### src/rtl/button_event_arbiter.sv
// ---------------------------------------------------------------------------
// button_event_arbiter
//
// Turns four debounced, active-low buttons into a queue of press events.
// Each button has a small state machine. It classifies a press as short
// (released before the hold threshold) or long (still held LONG_COUNT edges
// after the press edge). A round-robin arbiter moves at most one pending
// request per cycle into a FIFO. The consumer drains the FIFO with a
// valid/ready handshake.
//
// Parameters
//   LONG_COUNT  hold length in edges after the press edge that makes a long press (>= 2)
//   FIFO_DEPTH  event queue depth (power of two)
//
// Ports
//   clk        system clock; all state changes on the rising edge
//   reset      asynchronous, active-low reset
//   bot_in     debounced buttons, active-low (1 = released)
//   ev_ready   consumer accepts the head event this cycle
//   ev_valid   queue not empty; head event presented
//   ev_id      button index of the head event
//   ev_long    head event type: 1 = long press, 0 = short press
//   fifo_full  queue holds FIFO_DEPTH events
//   overflow   sticky: a request was dropped because its button was still pending
// ---------------------------------------------------------------------------
module button_event_arbiter #(
    parameter int LONG_COUNT = 10,
    parameter int FIFO_DEPTH = 4
) (
    input  logic       clk,
    input  logic       reset,
    input  logic [3:0] bot_in,
    input  logic       ev_ready,
    output logic       ev_valid,
    output logic [1:0] ev_id,
    output logic       ev_long,
    output logic       fifo_full,
    output logic       overflow
);

    localparam int CNT_W  = $clog2(LONG_COUNT + 1);
    localparam int PTR_W  = (FIFO_DEPTH > 1) ? $clog2(FIFO_DEPTH) : 1;
    localparam int FCNT_W = $clog2(FIFO_DEPTH + 1);
    localparam logic [CNT_W-1:0] LONG_LAST = CNT_W'(LONG_COUNT - 1);

    typedef enum logic [1:0] {
        ST_IDLE      = 2'd0,
        ST_HELD      = 2'd1,
        ST_LONG_DONE = 2'd2
    } btn_state_e;

    typedef struct packed {
        logic [1:0] id;
        logic       is_long;
    } event_t;

    // ------------------------------------------------------------------
    // Edge detection
    // ------------------------------------------------------------------
    logic [3:0] bot_q;
    logic [3:0] press_edge;
    logic [3:0] release_edge;

    assign press_edge   = ~bot_in & bot_q;
    assign release_edge = bot_in & ~bot_q;

    // ------------------------------------------------------------------
    // Per-button press classifier (two-process FSM)
    // ------------------------------------------------------------------
    btn_state_e       state_q [4];
    btn_state_e       state_d [4];
    logic [CNT_W-1:0] cnt_q   [4];
    logic [CNT_W-1:0] cnt_d   [4];
    logic [3:0]       req;
    logic [3:0]       req_long;

    always_comb begin
        // NOTE: every output of this block gets a default before any branch,
        // so no path leaves a signal unassigned and no latch is inferred.
        req      = '0;
        req_long = '0;
        for (int i = 0; i < 4; i++) begin
            state_d[i] = state_q[i];
            cnt_d[i]   = cnt_q[i];
            case (state_q[i])
                ST_IDLE: begin
                    if (press_edge[i]) begin
                        state_d[i] = ST_HELD;
                        cnt_d[i]   = '0;
                    end
                end
                ST_HELD: begin
                    // In HELD the previous sample was low, so a high input is
                    // always a release edge. A release on the threshold edge
                    // itself therefore still counts as a short press.
                    if (release_edge[i]) begin
                        req[i]     = 1'b1;
                        state_d[i] = ST_IDLE;
                    end else begin
                        cnt_d[i] = cnt_q[i] + CNT_W'(1);
                        if (cnt_q[i] == LONG_LAST) begin
                            req[i]      = 1'b1;
                            req_long[i] = 1'b1;
                            state_d[i]  = ST_LONG_DONE;
                        end
                    end
                end
                ST_LONG_DONE: begin
                    cnt_d[i] = cnt_q[i];
                    if (release_edge[i]) begin
                        state_d[i] = ST_IDLE;
                    end
                end
                default: begin
                    state_d[i] = ST_IDLE;
                end
            endcase
        end
    end

    // NOTE: sequential state uses non-blocking assignments so every register
    // samples its pre-edge inputs, whatever order the blocks execute in.
    always_ff @(posedge clk or negedge reset) begin
        if (!reset) begin
            bot_q <= 4'b1111;
            for (int i = 0; i < 4; i++) begin
                state_q[i] <= ST_IDLE;
                cnt_q[i]   <= '0;
            end
        end else begin
            bot_q <= bot_in;
            for (int i = 0; i < 4; i++) begin
                state_q[i] <= state_d[i];
                cnt_q[i]   <= cnt_d[i];
            end
        end
    end

    // ------------------------------------------------------------------
    // Pending requests and round-robin arbiter
    // ------------------------------------------------------------------
    logic [3:0] pending_q;
    logic [3:0] pending_d;
    logic [3:0] pend_long_q;
    logic [3:0] pend_long_d;
    logic       overflow_q;
    logic       overflow_d;
    logic [1:0] rr_ptr_q;
    logic [1:0] rr_ptr_d;
    logic       grant_found;
    logic [1:0] grant_idx;
    logic       push;
    logic       pop;
    logic       room;

    always_comb begin
        grant_found = 1'b0;
        grant_idx   = rr_ptr_q;
        for (int k = 0; k < 4; k++) begin
            if (!grant_found && pending_q[rr_ptr_q + 2'(k)]) begin
                grant_found = 1'b1;
                grant_idx   = rr_ptr_q + 2'(k);
            end
        end
    end

    // A full queue still has room this cycle if the head is being popped.
    assign room = !fifo_full || pop;
    assign push = grant_found && room;

    always_comb begin
        pending_d   = pending_q;
        pend_long_d = pend_long_q;
        overflow_d  = overflow_q;
        rr_ptr_d    = rr_ptr_q;
        if (push) begin
            pending_d[grant_idx] = 1'b0;
            rr_ptr_d             = grant_idx + 2'd1;
        end
        // Collisions are judged against the registered pending bit: a
        // request whose button is still pending is dropped, even when that
        // button is granted on this same edge.
        for (int i = 0; i < 4; i++) begin
            if (req[i]) begin
                if (pending_q[i]) begin
                    overflow_d = 1'b1;
                end else begin
                    pending_d[i]   = 1'b1;
                    pend_long_d[i] = req_long[i];
                end
            end
        end
    end

    always_ff @(posedge clk or negedge reset) begin
        if (!reset) begin
            pending_q   <= '0;
            pend_long_q <= '0;
            overflow_q  <= 1'b0;
            rr_ptr_q    <= '0;
        end else begin
            pending_q   <= pending_d;
            pend_long_q <= pend_long_d;
            overflow_q  <= overflow_d;
            rr_ptr_q    <= rr_ptr_d;
        end
    end

    // ------------------------------------------------------------------
    // Event FIFO
    // ------------------------------------------------------------------
    event_t            mem_q [FIFO_DEPTH];
    event_t            push_entry;
    event_t            head;
    logic [PTR_W-1:0]  wr_ptr_q;
    logic [PTR_W-1:0]  rd_ptr_q;
    logic [FCNT_W-1:0] count_q;
    logic [FCNT_W-1:0] count_d;

    function automatic logic [PTR_W-1:0] ptr_inc(input logic [PTR_W-1:0] p);
        return (p == PTR_W'(FIFO_DEPTH - 1)) ? '0 : p + PTR_W'(1);
    endfunction

    assign push_entry = '{id: grant_idx, is_long: pend_long_q[grant_idx]};
    assign pop        = ev_valid && ev_ready;

    always_comb begin
        count_d = count_q;
        case ({push, pop})
            2'b10:   count_d = count_q + FCNT_W'(1);
            2'b01:   count_d = count_q - FCNT_W'(1);
            default: count_d = count_q;
        endcase
    end

    always_ff @(posedge clk or negedge reset) begin
        if (!reset) begin
            wr_ptr_q <= '0;
            rd_ptr_q <= '0;
            count_q  <= '0;
        end else begin
            count_q <= count_d;
            if (push) begin
                wr_ptr_q <= ptr_inc(wr_ptr_q);
            end
            if (pop) begin
                rd_ptr_q <= ptr_inc(rd_ptr_q);
            end
        end
    end

    // NOTE: the storage array has no reset. Outputs are gated by the count,
    // which does reset, so stale entries are never visible.
    always_ff @(posedge clk) begin
        if (push) begin
            mem_q[wr_ptr_q] <= push_entry;
        end
    end

    assign head      = mem_q[rd_ptr_q];
    assign ev_valid  = (count_q != '0);
    assign ev_id     = ev_valid ? head.id : 2'd0;
    assign ev_long   = ev_valid ? head.is_long : 1'b0;
    assign fifo_full = (count_q == FCNT_W'(FIFO_DEPTH));
    assign overflow  = overflow_q;

endmodule

### config.mk
export PLATFORM = sky130hd
export DESIGN_NAME = button_event_arbiter
export DESIGN_NICKNAME = d
export VERILOG_FILES = /design/src/rtl/button_event_arbiter.sv
export SDC_FILE = /design/constraint.sdc
export NUM_CORES = 1
export LEC_CHECK = 0
export CORE_UTILIZATION = 30
export DETAILED_ROUTE_END_ITERATION = 8
export GPL_ROUTABILITY_DRIVEN = 1
export PLACE_DENSITY = 0.49
export SETUP_SLACK_MARGIN = 0.05
export SYNTH_ARGS = -nofsm -noshare
export SYNTH_HDL_FRONTEND = slang
export SYNTH_SLANG_ARGS = --single-unit
### constraint.sdc
create_clock -name clk -period 6.3 [get_ports clk]
set_input_delay 1.26 -clock clk [delete_from_list [all_inputs] [get_ports clk]]
set_output_delay 1.26 -clock clk [all_outputs]
set_load 0.005 [all_outputs]
==> metrics, run 1 <==
status finished clean; met3 usage 4.55%; DR WL/cell 12.2 um; post-synthesis cell type count between 40 and 50; Vert. Die Dim 101 um; Synth top area share a little over a third; Startpoint Class register; Synthesized Nets 315; Synth area leader dfrtp_1; worst hold path type reg -> reg; crit path cell chain mux4_2 -> and2_1 -> clkdlybuf4s50_1; Main synth FF type dfrtp_1; Mapped Cells 293; Total GRT Usage about 12%; post-route ant nets 0; Lkg Pwr between 0.001 and 0.0015 uW; Max Freq 0.310 GHz; Slew @ Worst Pin around 620 ps; yosys synthesis warning count 0; fin crit period ~3200 ps; initial core utilization 31.5%; Area after DPL ~3200 um2; CP arrival 1960 ps; met2 usage in global routing 18.8%; Crit path required time just over 5000 ps; met1 Resource Use GR approximately 15%; DR vias/cell 4.67; mapped cell area 2970 um2; area occupied by registers about 1500 um2; Slew HR 59.0%; first-pass GRT wire length approximately 9.5 mm; layout cell share with drive strength beyond 1 between 8 and 9%; maximum VDD drop ~0.14 mV; DRC errors left 0; Avg Inst Size Synth around 10 um2; Post-CTS Hold Buffers 0; RePlAce Congestion 0.782; clk buf depth 2; MaxCap Viol Count 0; clk slew on worst S/H paths approximately 70 ps; post-route cell area around 3400 um2; fillers 951; clock sinks 58; asr flop ratio synth between 70% and 80%; Critical Path Fanout Max 6; Post-synth EDFFs 12; pwr dens 484 nW/um2; WS Path Type reg -> out; post-CTS sizing 0; total gr overflow 0; die extent in x 101 um; Worst-Skew Late Latency approximately 340 ps; Seq cells post-synth 58; busiest layer in global routing met2; synth-to-layout area growth 15.6%; clk root buf clkbuf_8; Detailed Route WL approximately 5.4 mm; vias approximately 2.1k; initial antenna violation count 0; post-route setup TNS 0 ps; die footprint between 10000 and 15000 um2; Crit path largest cell delay 530 ps; final hold vios 0; pin count of the biggest net entering global routing 47; Worst Clk Skew roughly 7.4 ps; RSZ-0062 raised after global routing false; Iteration-0 DRC Markers 101; postcts setup bufs 0; Final nets ~330; # rows 35; CP max-delay cell mux4_2; Synth area leaders dfrtp_1, edfxtp_1, ha_1, nor2_1, a21oi_1; CTS Buf Count 9; Setup Viol. Count Final 0; drt first pass iters 4; sequential-to-total area share from yosys stat slightly above 50%; port bufs 12; CTS H-tree depth 3; Worst Setup End Kind output pin; number of global-route vias before repair 1957; final period utilization about half; CTS tree done; DP HPWL roughly 3.8 mm; Multi-input gate area 1330 um2; # IOs 13; core area roughly 9400 um2; diodes inserted 0; Slew Limit Fails 0
critical path: cells and delay by family, from the launching register on:
kind / cells / cell delay, ps
multiplexers: 1 / 530
flip-flops: 1 / 500
buffers and inverters: 1 / 440
AND/OR/NAND/NOR: 1 / 170
flip-flops by register name, indices dropped and copies added (netlist names):
| register | count |
|---|---|
| count_q | 3 |
| state_q | 8 |
| overflow | 1 |
| cnt_q | 16 |
| rd_ptr_q | 2 |
| rr_ptr_q | 2 |
| mem_q | 12 |
| pending_q | 4 |
| bot_q | 4 |
| pend_long_q | 4 |
| wr_ptr_q | 2 |
final cells by class:
class	instances	area share [%]
Clock buffer	9	3.61
Clock inverter	7	3.14
Inverter	19	2.08
Multi-Input combinational cell	208	38.6
Sequential cell	58	44.2
Tap cell	129	4.71
Timing Repair Buffer	13	3.58
worst paths after layout:
check	from	end	slack (ps)	cells after the start
max	rd_ptr_q[0]	ev_long	3080	3
min	count_q[2]	count_q[2]	470	1
max reg2reg	count_q[1]	count_q[2]	3900	10
min reg2reg	count_q[2]	count_q[2]	470	1
max in group asynchronous	reset	state_q[3]	4860	2
min in group asynchronous	reset	count_q[0]	1010	2
through the flow:
step	std cells	power [uW]	setup slack, ps	hold slack [ps]	utilization [%]
2_1_floorplan	293	1110	3660	447	-
3_3_place_gp	427	1260	2950	466	34.0
3_5_place_dp	427	1270	2850	468	34.0
4_1_cts	443	1690	3030	477	36.4
5_1_grt	443	1810	2960	499	36.4
6_report	443	1660	3080	475	36.4
cell usage after synthesis (all sizes together) (2+ instances only):
| master | count |
|---|---|
| xor2 | 2 |
| clkbuf | 3 |
| inv | 19 |
| mux4 | 3 |
| mux2i | 4 |
| o32a | 2 |
| nor2b | 16 |
| nand2b | 10 |
| nor3 | 9 |
| dfstp | 4 |
| o21a | 2 |
| a31oi | 7 |
| edfxtp | 12 |
| nor2 | 37 |
| nand4 | 2 |
| dfrtp | 42 |
| a41oi | 6 |
| a21oi | 21 |
| and2 | 7 |
| or3 | 2 |
| ha | 14 |
| o21ai | 18 |
| o22ai | 2 |
| buf | 5 |
| and3b | 2 |
| nand3 | 4 |
| o22a | 2 |
| nand2 | 23 |
where the power goes:
part / switching (uW) / internal, uW / leakage (uW)
logic: 277 / 266 / 0.000662
clock network: 151 / 259 / 0.000118
registers: 147 / 561 / 0.000688
layer usage:
layer,routed length [um],share of wire [%]
met2,2440,45
met4,105,1.9
met5,0,0
met3,220,4.1
met1,2640,49
cell usage in the layout, fill, tap and decap left out, types with 3 or more instances in the layout:
| cell type | netlist | layout |
|---|---|---|
| a21oi_1 | 21 | 21 |
| a31oi_1 | 7 | 7 |
| a41oi_1 | 6 | 6 |
| and2_1 | 7 | 7 |
| bufinv_16 | 0 | 3 |
| clkbuf_8 | 0 | 9 |
| clkdlybuf4s50_1 | 0 | 11 |
| dfrtp_1 | 42 | 42 |
| dfstp_2 | 4 | 4 |
| edfxtp_1 | 12 | 12 |
| ha_1 | 14 | 14 |
| inv_1 | 19 | 19 |
| mux2i_1 | 4 | 4 |
| mux4_2 | 3 | 3 |
| nand2_1 | 23 | 23 |
| nand2b_1 | 10 | 10 |
| nand3_1 | 4 | 4 |
| nor2_1 | 37 | 37 |
| nor2b_1 | 16 | 16 |
| nor3_1 | 9 | 9 |
| o21ai_0 | 18 | 18 |
kinds of logic after synthesis:
group	share of synthesized area (%)
multiplexers	4.01
AO/OA/AOI/OAI	13.9
XOR/XNOR	0.886
adder cells (fa/ha/maj)	6.58
buffers and inverters	4.22
flip-flops	51.1
AND/OR/NAND/NOR	19.3
No activity file was read; power rests on OpenSTA's default activity.
==> run 2: changes to the inputs <==
PLACE_DENSITY = 0.51   (was 0.49)
clock period = 2.75 ns   (was 6.3 ns; I/O delays follow)
==> run 2 against run 1 <==
  * Via count is 1.3% higher
  * Critical path type unchanged
  * Setup slack worse by 2800 ps
  * Combinational power up 140%
  * Critical path depth is the same
  * Flip-flop and latch count is the same
  * Design area grew 0.26%
  * Largest cell class unchanged
==> metrics, run 2 (synthesized netlist as in run 1, its figures left out) <==
number of global-route vias before repair 2018 (+3.1%); non-filler cells, final 446 (+0.68%); # rows 35 (unchanged); RePlAce Congestion 0.787 (+0.72%); RR Endpoint count_q[2]; final period utilization roughly nine tenths; diodes inserted 0 (unchanged); fin crit period approximately 2500 ps; pin count of the biggest net entering global routing 30 (-36%); CP arrival 1950 ps (about the same); R2R depth 10 (unchanged); post-route cell area 3440 um2 (+0.26%); Logic pwr share 34.0% (+1.3 points); DR WL/cell 11.9 um (-2.8%); Vert. Die Dim 101 um (unchanged); Crit path required time 2200 ps (-2840 ps); Worst-Skew Late Latency 330 ps (about the same); clk root buf clkbuf_8; Final nets 334 (+0.91%); initial core utilization 31.5% (unchanged); CTS tree done; Worst Setup End Kind output pin; vias 2093 (+1.3%); Slew @ Worst Pin 674 ps (+59.3 ps); Crit path largest cell delay 530 ps (about the same); max reg flops 16 (unchanged); drt first pass iters 4 (unchanged); DRC errors left 0 (unchanged); postcts setup bufs 0 (unchanged); CTS H-tree depth 3 (unchanged); status finished clean; core area 9420 um2 (unchanged); Detailed Route WL 5.29 mm (-2.2%); commonest non-fill, non-tap cell in the layout dfrtp_1; register-to-register setup slack 430 ps (-3470 ps); Slew Limit Fails 0 (unchanged); Reg power frac 43.2% (+0.6 points); CP max-delay cell mux4_2; Internal 2430 uW (+120%); Startpoint Class register; Critical Path Fanout Max 6 (unchanged); worst hold path type in -> async; Total GRT Usage 12.0% (-0.15 points); die extent in x 101 um (unchanged); delay-heaviest family, CP multiplexers; Clock power frac 22.8% (-1.9 points); layout cell share with drive strength beyond 1 9.78% (+1.5 points); Iteration-0 DRC Markers 97 (-4.0%); biggest regs cnt_q x16, mem_q x12, state_q x8; Area after DPL 3220 um2 (+0.70%); Critical R2R Launch count_q[0]; clk buf depth 2 (unchanged); Worst Clk Skew 8.70 ps (+1.32 ps); # IOs 13 (unchanged); DR vias/cell 4.69 (+0.58%); commonest cells after routing, fill and taps aside dfrtp_1, nor2_1, nand2_1, a21oi_1, inv_1; total gr overflow 0 (unchanged); DP HPWL 3.88 mm (+2.7%); WS Path Type reg -> out; crit path cell chain mux4_2 -> and2_1 -> clkdlybuf4s50_1; post-route setup TNS 0 ps (unchanged); port bufs 12 (unchanged); maximum VDD drop 0.296 mV (+110%); MaxCap Viol Count 0 (unchanged); Slew HR 55.0% (-4.0 points); Psw 1320 uW (+130%); total power 3750 uW (+130%); post-CTS sizing 0 (unchanged); Max Freq ~0.40 GHz; Switching Share 35.2% (+0.54 points); synth-to-layout area growth 15.9%; CTS Buf Count 9 (unchanged); die footprint 10300 um2 (unchanged); clock sinks 58 (unchanged); initial antenna violation count 0 (unchanged); crit path buf inv count 1 (unchanged); Setup Viol. Count Final 0 (unchanged); first-pass GRT wire length 9.47 mm (+0.14%); Lkg Pwr 0.00147 uW (about the same); clk slew on worst S/H paths 70 ps (about the same); largest register by flop count cnt_q; post-route ant nets 0 (unchanged); RSZ-0062 raised after global routing false; pwr dens 1090 nW/um2 (+130%); Post-CTS Hold Buffers 0 (unchanged); final hold vios 0 (unchanged); dpl cells 430 (+0.70%)
[run 2: layout make-up]
cell class	instances	area [um2]
Clock inverter	7	93.8
Tap cell	129	161
Inverter	19	71.3
Multi-Input combinational cell	208	1330
Timing Repair Buffer	16	145
Sequential cell	58	1520
Clock buffer	9	124
Fill cell	968	5980
[run 2: power groups by stage]
| stage | logic (uW) | registers [uW] | clock network (uW) |
|---|---|---|---|
| global placement | 1280 | 1630 | 0 |
| detailed placement | 1300 | 1630 | 0 |
| floorplan | 1040 | 1490 | 0 |
| global route | 1480 | 1680 | 927 |
| CTS | 1300 | 1620 | 881 |
| finish | 1280 | 1620 | 855 |
[run 2: worst max-delay path by stage]
stage                      startpoint          to  slack [ps]  depth (start not counted)
after floorplan            count_q[1]  count_q[2]         650                         10
after global placement       ev_ready  count_q[2]         260                         10
after detailed placement     ev_ready  count_q[2]         180                         10
after CTS                 rd_ptr_q[0]    ev_id[1]         210                          3
after global routing      rd_ptr_q[0]    ev_id[0]         120                          3
final                     rd_ptr_q[0]    ev_id[0]         250                          3
[run 2: routing by layer]
metal  vias up  global-route usage (%)  share of wire (%)
met5         -                       0                  0
met4         0                    5.35                1.9
met3        10                    3.52                2.9
met2        34                    18.5                 45
met1       985                    15.5                 51
li1       1064                       -                  -
[run 2: metrics by stage]
step                setup slack, ps  hold WS (ps)  utilization [%]
floorplan                       646           254                -
global placement                262           467             34.2
detailed placement              175           474             34.2
CTS                             212           279             36.5
global route                    118           305             36.5
finish                          253           254             36.5
==> run 3: changes to the inputs <==
SLEW_MARGIN = 20   (was default)
==> results of run 3 <==
Final layout, timing and power as in run 2 (identical DEF).
